--- src/rtl/muldiv_unit.sv ---
// muldiv_unit: iterative RV32M multiply/divide unit.
//
// Multiplies with one shift-add step per cycle and divides with one
// restoring-subtract step per cycle. Signed operations run on operand
// magnitudes, and the signs are fixed when the result is written.
// Divide-by-zero and signed overflow skip the iterative phase and are
// resolved directly at accept.
//
// Ports:
//   clk, rst       clock and synchronous active-high reset
//   in_valid       request present; accepted when in_ready is also high
//   in_ready       unit idle and not being flushed
//   funct3         RV32M op select (MUL..REMU)
//   srcA, srcB     rs1 / rs2 operands
//   in_tag         destination tag carried with the op
//   flush          drop any in-flight or undelivered op
//   out_valid      result held until out_ready is high
//   out_ready      consumer accepts result
//   result         operation result
//   out_tag        tag of the op in result
//   busy           unit not idle
module muldiv_unit #(
  parameter int XLEN = 32,
  parameter int TAGW = 5
) (
  input  logic            clk,
  input  logic            rst,
  input  logic            in_valid,
  output logic            in_ready,
  input  logic [2:0]      funct3,
  input  logic [XLEN-1:0] srcA,
  input  logic [XLEN-1:0] srcB,
  input  logic [TAGW-1:0] in_tag,
  input  logic            flush,
  output logic            out_valid,
  input  logic            out_ready,
  output logic [XLEN-1:0] result,
  output logic [TAGW-1:0] out_tag,
  output logic            busy
);

  localparam int CW = $clog2(XLEN);
  localparam logic [CW-1:0] LAST = CW'(XLEN - 1);

  typedef enum logic [1:0] {IDLE, CALC, DONE} state_t;

  state_t          r_state;
  state_t          w_state_next;

  logic [CW-1:0]   r_cnt;
  logic [XLEN-1:0] r_hi;      // product high half / partial remainder
  logic [XLEN-1:0] r_lo;      // multiplier being shifted out / dividend becoming quotient
  logic [XLEN-1:0] r_b;       // multiplicand or divisor magnitude
  logic [2:0]      r_f3;
  logic            r_neg_p;   // negate product, or quotient
  logic            r_neg_r;   // negate remainder
  logic [XLEN-1:0] r_result;
  logic [TAGW-1:0] r_tag;

  // Request decode
  logic            w_accept;
  logic            w_is_div;
  logic            w_a_signed;
  logic            w_b_signed;
  logic            w_a_neg;
  logic            w_b_neg;
  logic [XLEN-1:0] w_a_mag;
  logic [XLEN-1:0] w_b_mag;
  logic            w_div_zero;
  logic            w_ovf;
  logic            w_bypass;
  logic [XLEN-1:0] w_bypass_res;

  assign w_accept   = in_valid && in_ready;
  assign w_is_div   = funct3[2];
  // Signed rs1: MULH, MULHSU, DIV, REM. Signed rs2: MULH, DIV, REM.
  assign w_a_signed = (funct3 == 3'b001) || (funct3 == 3'b010) ||
                      (funct3 == 3'b100) || (funct3 == 3'b110);
  assign w_b_signed = (funct3 == 3'b001) || (funct3 == 3'b100) ||
                      (funct3 == 3'b110);
  assign w_a_neg    = w_a_signed && srcA[XLEN-1];
  assign w_b_neg    = w_b_signed && srcB[XLEN-1];
  // The most-negative value maps onto itself, which is also its correct
  // unsigned magnitude.
  assign w_a_mag    = w_a_neg ? -srcA : srcA;
  assign w_b_mag    = w_b_neg ? -srcB : srcB;
  assign w_div_zero = (srcB == '0);
  assign w_ovf      = !funct3[0] && (srcA == {1'b1, {(XLEN-1){1'b0}}}) &&
                      (srcB == '1);
  assign w_bypass   = w_is_div && (w_div_zero || w_ovf);
  // funct3[1] selects the remainder flavour of divide
  always_comb begin
    w_bypass_res = '0;
    if (w_div_zero) begin
      w_bypass_res = funct3[1] ? srcA : '1;
    end else begin
      w_bypass_res = funct3[1] ? '0 : srcA;
    end
  end

  // One multiply step: add multiplicand into the high half when the
  // current multiplier bit is set, then shift the whole pair right.
  logic [XLEN:0]   w_sum;
  logic [XLEN-1:0] w_mul_hi;
  logic [XLEN-1:0] w_mul_lo;

  assign w_sum    = {1'b0, r_hi} + (r_lo[0] ? {1'b0, r_b} : '0);
  assign w_mul_hi = w_sum[XLEN:1];
  assign w_mul_lo = {w_sum[0], r_lo[XLEN-1:1]};

  // One restoring divide step. The partial remainder is always below the
  // divisor, so the shifted value is below twice the divisor and the sign
  // of the XLEN+1 bit difference tells whether the subtraction fits.
  logic [XLEN:0]   w_rem_sh;
  logic [XLEN:0]   w_diff;
  logic            w_ge;
  logic [XLEN-1:0] w_div_hi;
  logic [XLEN-1:0] w_div_lo;

  assign w_rem_sh = {r_hi, r_lo[XLEN-1]};
  assign w_diff   = w_rem_sh - {1'b0, r_b};
  assign w_ge     = !w_diff[XLEN];
  assign w_div_hi = w_ge ? w_diff[XLEN-1:0] : w_rem_sh[XLEN-1:0];
  assign w_div_lo = {r_lo[XLEN-2:0], w_ge};

  logic [XLEN-1:0] w_hi_nx;
  logic [XLEN-1:0] w_lo_nx;

  assign w_hi_nx = r_f3[2] ? w_div_hi : w_mul_hi;
  assign w_lo_nx = r_f3[2] ? w_div_lo : w_mul_lo;

  // Sign fix-up applied to the values produced by the last step
  logic [2*XLEN-1:0] w_prod;
  logic [2*XLEN-1:0] w_prod_fix;
  logic [XLEN-1:0]   w_quo;
  logic [XLEN-1:0]   w_rem;
  logic [XLEN-1:0]   w_final;

  assign w_prod     = {w_hi_nx, w_lo_nx};
  assign w_prod_fix = r_neg_p ? -w_prod : w_prod;
  assign w_quo      = r_neg_p ? -w_lo_nx : w_lo_nx;
  assign w_rem      = r_neg_r ? -w_hi_nx : w_hi_nx;

  always_comb begin
    w_final = '0;
    if (r_f3[2]) begin
      w_final = r_f3[1] ? w_rem : w_quo;
    end else if (r_f3[1:0] == 2'b00) begin
      w_final = w_prod_fix[XLEN-1:0];
    end else begin
      w_final = w_prod_fix[2*XLEN-1:XLEN];
    end
  end

  // FSM state register
  always_ff @(posedge clk) begin
    if (rst) begin
      r_state <= IDLE;
    end else begin
      r_state <= w_state_next;
    end
  end

  // FSM next state and status outputs
  always_comb begin
    w_state_next = r_state;
    in_ready     = 1'b0;
    out_valid    = 1'b0;
    busy         = 1'b0;
    case (r_state)
      IDLE: begin
        in_ready = !flush;
        if (w_accept) begin
          w_state_next = w_bypass ? DONE : CALC;
        end
      end
      CALC: begin
        busy = 1'b1;
        if (r_cnt == LAST) begin
          w_state_next = DONE;
        end
      end
      DONE: begin
        busy      = 1'b1;
        out_valid = 1'b1;
        if (out_ready) begin
          w_state_next = IDLE;
        end
      end
      default: begin
        w_state_next = IDLE;
      end
    endcase
    if (flush) begin
      w_state_next = IDLE;
    end
  end

  // Datapath
  always_ff @(posedge clk) begin
    if (rst) begin
      r_cnt    <= '0;
      r_hi     <= '0;
      r_lo     <= '0;
      r_b      <= '0;
      r_f3     <= '0;
      r_neg_p  <= 1'b0;
      r_neg_r  <= 1'b0;
      r_result <= '0;
      r_tag    <= '0;
    end else if (flush) begin
      r_cnt <= '0;
    end else begin
      case (r_state)
        IDLE: begin
          if (w_accept) begin
            r_cnt   <= '0;
            r_tag   <= in_tag;
            r_f3    <= funct3;
            r_hi    <= '0;
            r_neg_p <= w_a_neg ^ w_b_neg;
            r_neg_r <= w_a_neg;
            if (w_is_div) begin
              r_lo <= w_a_mag;
              r_b  <= w_b_mag;
            end else begin
              r_lo <= w_b_mag;
              r_b  <= w_a_mag;
            end
            if (w_bypass) begin
              r_result <= w_bypass_res;
            end
          end
        end
        CALC: begin
          r_hi <= w_hi_nx;
          r_lo <= w_lo_nx;
          if (r_cnt == LAST) begin
            r_cnt    <= '0;
            r_result <= w_final;
          end else begin
            r_cnt <= r_cnt + 1'b1;
          end
        end
        default: begin
        end
      endcase
    end
  end

  assign result  = r_result;
  assign out_tag = r_tag;

endmodule
--- config.mk ---
export PLATFORM = sky130hd
export DESIGN_NAME = muldiv_unit
export DESIGN_NICKNAME = d
export VERILOG_FILES = /design/src/rtl/muldiv_unit.sv
export SDC_FILE = /design/constraint.sdc
export NUM_CORES = 1
export LEC_CHECK = 0
export ABC_AREA = 1
export BUFFER_PORTS_ARGS = -buffer_cell sky130_fd_sc_hd__buf_2
export CELL_PAD_IN_SITES_DETAIL_PLACEMENT = 1
export CELL_PAD_IN_SITES_GLOBAL_PLACEMENT = 1
export CORE_MARGIN = 5
export CORE_UTILIZATION = 46
export DETAILED_ROUTE_END_ITERATION = 16
export PLACE_DENSITY_LB_ADDON = 0.1
export RECOVER_POWER = 50
export SYNTH_ARGS = -nofsm -noshare
export SYNTH_HDL_FRONTEND = slang
export SYNTH_SLANG_ARGS = --single-unit
--- constraint.sdc ---
create_clock -name clk -period 6.5 [get_ports clk]
set_input_delay 0 -clock clk [delete_from_list [all_inputs] [get_ports clk]]
set_output_delay 0 -clock clk [all_outputs]
set_load 0.1 [all_outputs]
# ---- Word level (Yosys, flattened, before mapping)
# Cells that the tools add are included.
dict set report classes {
  add_sub_neg 8
  n_mul 0
  div_mod_pow 0
  order_cmp 0
  eq_ne 13
  shifts 0
  muxes 36
  n_bitwise 2
  n_reduce_logical 26
}
# operator n
set ops {}
lappend ops {{2-to-1 mux 32 bit} 21}
lappend ops {{one-hot mux 32 bit (2 select lines)} 3}
lappend ops {{negation 32 bit} 4}
lappend ops {{== test 32 bit (second input constant)} 2}
lappend ops {{2-to-1 mux 64 bit} 1}
lappend ops {{negation 64 bit} 1}
lappend ops {{adder 32 x 32 -> 33 bit} 1}
lappend ops {{subtractor 33 x 32 -> 33 bit} 1}
lappend ops {{zero test 32 bit} 1}
lappend ops {{2-to-1 mux 5 bit} 2}
lappend ops {{one-hot mux 5 bit (2 select lines)} 1}
lappend ops {{AND reduction 3 bit} 3}
lappend ops {{2-to-1 mux 2 bit} 4}
lappend ops {{!= test 2 bit (second input constant)} 4}
lappend ops {{== test 3 bit (second input constant)} 2}
lappend ops {{logical AND 1 bit} 6}
lappend ops {{logical OR 1 bit} 6}
lappend ops {{one-hot mux 2 bit (3 select lines)} 1}
lappend ops {{adder 5 x 1 -> 5 bit (second input constant)} 1}
lappend ops {{== test 5 bit (second input constant)} 1}
lappend ops {{AND reduction 5 bit} 1}
lappend ops {{zero test 2 bit} 2}
lappend ops {{OR reduction 2 bit} 2}
lappend ops {{== test 3 x 1 -> 1 bit (second input constant)} 1}
lappend ops {{other kinds (9)} 13}
dict set report totals {
  reg_bits 145
  latch_bits 0
  ram_bits 0
  rom_bits 0
  in_bits 77
  out_inout_bits 40
  word_cells 95
  n_memories 0
}

# ---- Depth between registers and ports, before layout
dict set report logic_depth {
  depth_word 9
  ltp_mapped 40
  depth_no_buf 38
}

# ---- Least setup slack after synthesis
# Ideal clock, no wire load.
dict set report synth_path {
  path_kind {reg-to-reg}
  from {reg r_lo[31]}
  to {reg r_result[20] (netlist: result[20])}
  arrival_time_ns 4.256
  required_time_ns 6.368
  slack_ns 2.112
  stages_incl_launch_ff 40
  period_less_slack_ns 4.388
  path_cell_list {dfxtp_1 > inv_1 > ha_1 > inv_1 > fa_1 > nand2_1 > nand2_1 > nand3_1 > nand2_2 > nand2_1 > nand2_2 > nand2_2 > nand2_2 > nand2_4 > nand2_2 > buf_6 > buf_8 > a21boi_4 > [... 4 more ...] > nor2_1 > nand2_1 > nor2_1 > nand2_1 > nor2_2 > nand3_1 > inv_1 > nand2_1 > clkinv_1 > nand2_1 > o21ai_2 > nand2_1 > nand2_1 > nand2_1 > o21ai_1 > nand3_1 > nand2_1 > a21oi_1}
}
dict set report synth_between {
  elab_chain_len 9
  word_cells_on_any_way 16
  cone_classes {4 x add/sub; 11 x mux; 1 x reduce/logical}
}
# item line
set synth_rtl {}
lappend synth_rtl {{start: declaration} 52} ;# logic [XLEN-1:0] r_lo;
lappend synth_rtl {{start signal: assignment} 224} ;# r_lo <= w_a_mag;
lappend synth_rtl {{start signal: assignment} 227} ;# r_lo <= w_b_mag;
lappend synth_rtl {{start signal: assignment} 237} ;# r_lo <= w_lo_nx;
lappend synth_rtl {{subtractor 33 x 32 -> 33 bit} 121} ;# assign w_diff = w_rem_sh - {1'b0, r_b};
lappend synth_rtl {{2-to-1 mux 32 bit / zero test 1 bit (equally long branches)} {123, 122}}
lappend synth_rtl {{2-to-1 mux 32 bit (on tied branches)} {129, 130}}
lappend synth_rtl {{negation 64 bit (tied with other cells)} 140} ;# assign w_prod_fix = r_neg_p ? -w_prod : w_prod;
lappend synth_rtl {{2-to-1 mux 64 bit (tied with other cells)} 140}
lappend synth_rtl {{2-to-1 mux 32 bit (on tied branches)} {148, 147}}
lappend synth_rtl {{2-to-1 mux 32 bit (*)} 146} ;# if (r_f3[2]) begin
lappend synth_rtl {{2-to-1 mux 32 bit (*)} 238} ;# if (r_cnt == LAST) begin
lappend synth_rtl {{one-hot mux 32 bit (2 select lines) (*)} 214} ;# case (r_state)
lappend synth_rtl {{end signal: assignment} 231} ;# r_result <= w_bypass_res;
lappend synth_rtl {{end signal: assignment} 240} ;# r_result <= w_final;
lappend synth_rtl {{end: declaration} 57} ;# logic [XLEN-1:0] r_result;
# Every way passes the cells marked *; elsewhere a longest branch is shown, timed or not. The select of a mux whose other input is x is not followed.
# A chain may end at the register's enable or synchronous reset.

# ---- Final worst setup path
dict set report layout_path {
  from {reg r_state[1]}
  to {reg r_lo[29]}
}
dict set report layout_between {
  elab_chain_len 5
  word_cells_on_any_way 8
  cone_classes {2 x eq/ne; 2 x mux; 4 x reduce/logical}
}
# item line
set layout_rtl {}
lappend layout_rtl {{start: declaration} 47} ;# state_t r_state;
lappend layout_rtl {{start signal: assignment} 160} ;# r_state <= w_state_next;
lappend layout_rtl {{zero test 2 bit} {170, 214}}
lappend layout_rtl {{2-to-1 mux 1 bit} 170} ;# case (r_state)
lappend layout_rtl {{logical AND 1 bit} 74} ;# assign w_accept = in_valid && in_ready;
lappend layout_rtl {{!= test 2 bit (no source line)} --}
lappend layout_rtl {{AND reduction 3 bit (no source line)} --}
# Parallel ways exist; a longest one is shown, timed or not.

==> out/summary.log <==
[synth] Synthesis Warnings 0
[synth] synth top area cells sky130_fd_sc_hd__nand2_1 (24%), sky130_fd_sc_hd__dfxtp_1 (16%), sky130_fd_sc_hd__inv_1 (8.8%), sky130_fd_sc_hd__nand3_1 (6.7%), sky130_fd_sc_hd__nor2_1 (6.2%)
[power] leakage power figure 0.00979 uW
[route] metal2 WL 44.3 mm
[clock_network] later-pin clock latency in the skew report 0.46 ns
[sta] RSZ-0062 raised after global routing no
[sta] part of the cycle the worst path needs 0.900
[setup_path] critical path fanouts, max 62
[die] chip width 208 um
[layout] post-route core utilization 0.507
[placement] GPL Wtd Cong 1.08
[clock_network] total CTS buffers 17
[outcome] violated checks capacitance limit, slew limit
[setup_path] number of buffer and inverter stages on the critical path 7
[clock_network] register clock-pin slew on the reported worst setup and hold paths 0.08 ns
[outcome] run status complete, but fails checks
[power] Max rail drop VDD 0.195 mV
[synth] EDFF count, synth 0
[power] PD cells 189 nW/um^2
[placement] Port Buffer Count 116
[die] total die area 43,200 sq um
[route] Met3 Routed Length 9.40 mm
[die] standard cell core area 38,700 sq um
[synth] post-synthesis register bit count 145
[synth] number of instances in the synthesized netlist 3,342
[layout] fraction of final layout cells with drive strength greater than 1 0.0646
[setup_path] CP Data Required Time 6.87 ns
[synth] Seq/Total Area, Yosys 0.161
[global_routing] number of antenna violations at the first check in global routing 1
[placement] pre-CTS WS 1.40 ns
[sta] Final Hold Violating Endpoints 0
[route] remaining design rule violation count 0
[setup_path] Critical Path Slowest Stage Cell sky130_fd_sc_hd__clkbuf_1
[synth] total nets after synthesis 3,495
[global_routing] vias in the first global route 24,500
[layout] post-layout net count 3,544
[synth] flip-flop cell with the highest count after synthesis sky130_fd_sc_hd__dfxtp_1
[clock_network] Sink Count 145
[setup_path] Worst EP arrival 6.22 ns
[route] DR iter-0 viols 2,847
[layout] Fill cells 5,836
[clock_network] H-Tree Level Count 4
[synth] fraction of post-synthesis cell area in the top cell type by area 0.241
[die] Core Rows 72
[global_routing] largest net degree at the start of global routing 79
[global_routing] global router's overall resource usage 0.438
[route] first-pass iteration count of the detailed router 7
[setup_path] CP dominant cell by count sky130_fd_sc_hd__inv_1
[clock_network] number of gates resized after CTS 0
[sta] post-route setup TNS 0 ns
[min_path] worst hold path class in -> reg
[route] top routing layer in use met4
[synth] unique cell type count in the Yosys netlist 55
[placement] Post-DP HPWL 75.7 mm
[run] number of maximum-capacitance violations 3
[sta] actual slew at the worst max-slew pin 2.19 ns
[clock_network] number of buffers inserted to repair setup after CTS 0
[route] Final Routed Wirelength 100 mm
[sta] Max transition margin -0.457
[sta] hold_ws 0.0205 ns
[synth] Post-Syn Area 18,000 sq um
[global_routing] wire length of the first global-routing pass 148 mm
[route] mean routed wirelength per cell 25.5 um
[sta] Finish-stage setup viols 0
[sta] crit path setup slack, layout 0.648 ns
[synth] Yosys top cell by area sky130_fd_sc_hd__nand2_1
[setup_path] nature of the critical path startpoint flop
[setup_path] element type at the critical path end flop
[setup_path] kind of critical path reg -> reg
[route] vias after detailed routing 24,500
[layout] area added between synthesis and finish 8.86%
[die] height of the die 208 um
[synth] Syn Area/Cell 5.39 sq um
[die] top-level I/O count 117
[setup_path] longest individual stage delay on the worst path 1.43 ns
[sta] achievable clock frequency 171 MHz
[global_routing] Overflow after GRT 0
[die] initial core utilization 0.465
[setup_path] Crit path max-delay family buffers and inverters
[clock_network] number of buffers on the longest clock path 2
[clock_network] CTS tree yes
[synth] asr flop ratio synth 0
[setup_path] series of cell instances along the critical path inv_1 -> ha_1 -> clkbuf_1 -> inv_1 -> o21ai_0 -> nand2_2 -> buf_4 -> nor2_1 -> clkbuf_2 -> inv_1 -> o22ai_1 -> inv_1 -> a21oi_1
[route] Met1 Routed Length 36.5 mm
[sta] Final Critical Period 5.85 ns
[clock_network] CTS root buf sky130_fd_sc_hd__clkbuf_16
[sta] max-slew violation total from the final report 135
[sta] setup skew after layout 0.0189 ns
[clock_network] Hold Buf Count CTS 17
[route] Final ANT Viol Nets 0
[route] drt via density 6.25
==> worst paths after layout <==
kind / from / end / slack, ns / depth (start not counted)
worst max-delay path: r_state[1] / r_lo[29] / 0.65 / 13
worst min-delay path: out_ready / r_state[1] / 0.02 / 4
worst max register to register: r_state[1] / r_lo[29] / 0.65 / 13
worst min register to register: result[3] / result[3] / 0.48 / 2
==> Yosys cell counts, types with 34 or more instances <==
master,count
sky130_fd_sc_hd__nand3_1,241
sky130_fd_sc_hd__xnor2_1,34
sky130_fd_sc_hd__nand2_1,1157
sky130_fd_sc_hd__a31oi_1,43
sky130_fd_sc_hd__dfxtp_1,145
sky130_fd_sc_hd__ha_1,74
sky130_fd_sc_hd__a21oi_1,224
sky130_fd_sc_hd__nor3_1,41
sky130_fd_sc_hd__inv_1,421
sky130_fd_sc_hd__xor2_1,75
sky130_fd_sc_hd__o21ai_0,186
sky130_fd_sc_hd__nor2_1,299
sky130_fd_sc_hd__clkbuf_1,94
==> cells by family after synthesis <==
family          Yosys count  synth area share
fa+ha+maj                79            0.0552
buf+inv                 571             0.122
simple gates           1851             0.424
xor+xnor                109            0.0530
compound gates          584             0.183
flops                   145             0.161
mux                       3           0.00167
==> registers in the layout, summed over array words and instances (netlist names) <==
name / flops
r_b: 32
r_hi: 32
r_lo: 32
result: 32
out_tag: 5
r_cnt: 5
r_f3: 3
r_state: 2
r_neg_p: 1
r_neg_r: 1
==> tightest hold or removal path: cells and delay by family <==
family / cells / cell delay [ns]
buffers and inverters: 2 / 0.14
AO/OA/AOI/OAI: 2 / 0.29
==> stage by stage <==
step / total power (uW) / instance area [sq um] / cells
global route: 3830 / 19600 / 3923
global placement: 2470 / 18900 / 3873
detailed placement: 2530 / 18900 / 3873
finish: 3710 / 19600 / 3924
CTS: 3600 / 19700 / 3922
floorplan: 2010 / 18000 / 3342
==> layout make-up <==
type | count | area (sq um) | area share
multi-input combinational | 2626 | 12900 | 0.659
tap | 518 | 648 | 0.0330
sequential | 145 | 2910 | 0.148
antenna | 2 | 5.00 | 0.000255
inverter | 444 | 1670 | 0.0849
clock buffer | 18 | 439 | 0.0224
clock inverter | 14 | 155 | 0.00791
timing repair buffer | 157 | 866 | 0.0441
==> routing by layer <==
metal / up-vias / track usage
met5: - / 0
met4: 0 / 0.322
met3: 487 / 0.0899
met2: 1548 / 0.713
met1: 11700 / 0.510
li1: 10800 / -
==> power by group <==
part | leakage (uW) | internal, uW | switching [uW]
registers | 0.00118 | 926 | 47.6
logic | 0.00832 | 427 | 1220
clock network | 0.000293 | 584 | 504
total | 0.00979 | 1940 | 1770
==> cell usage in the layout (no fill, tap or decap), types with 74 or more instances in the layout <==
cell	n
sky130_fd_sc_hd__nand2_1	1156
sky130_fd_sc_hd__inv_1	421
sky130_fd_sc_hd__nor2_1	299
sky130_fd_sc_hd__nand3_1	240
sky130_fd_sc_hd__a21oi_1	224
sky130_fd_sc_hd__o21ai_0	186
sky130_fd_sc_hd__dfxtp_1	143
sky130_fd_sc_hd__xor2_1	75
sky130_fd_sc_hd__buf_2	75
sky130_fd_sc_hd__ha_1	74
Note: power is estimated with default switching activity, not from simulation.
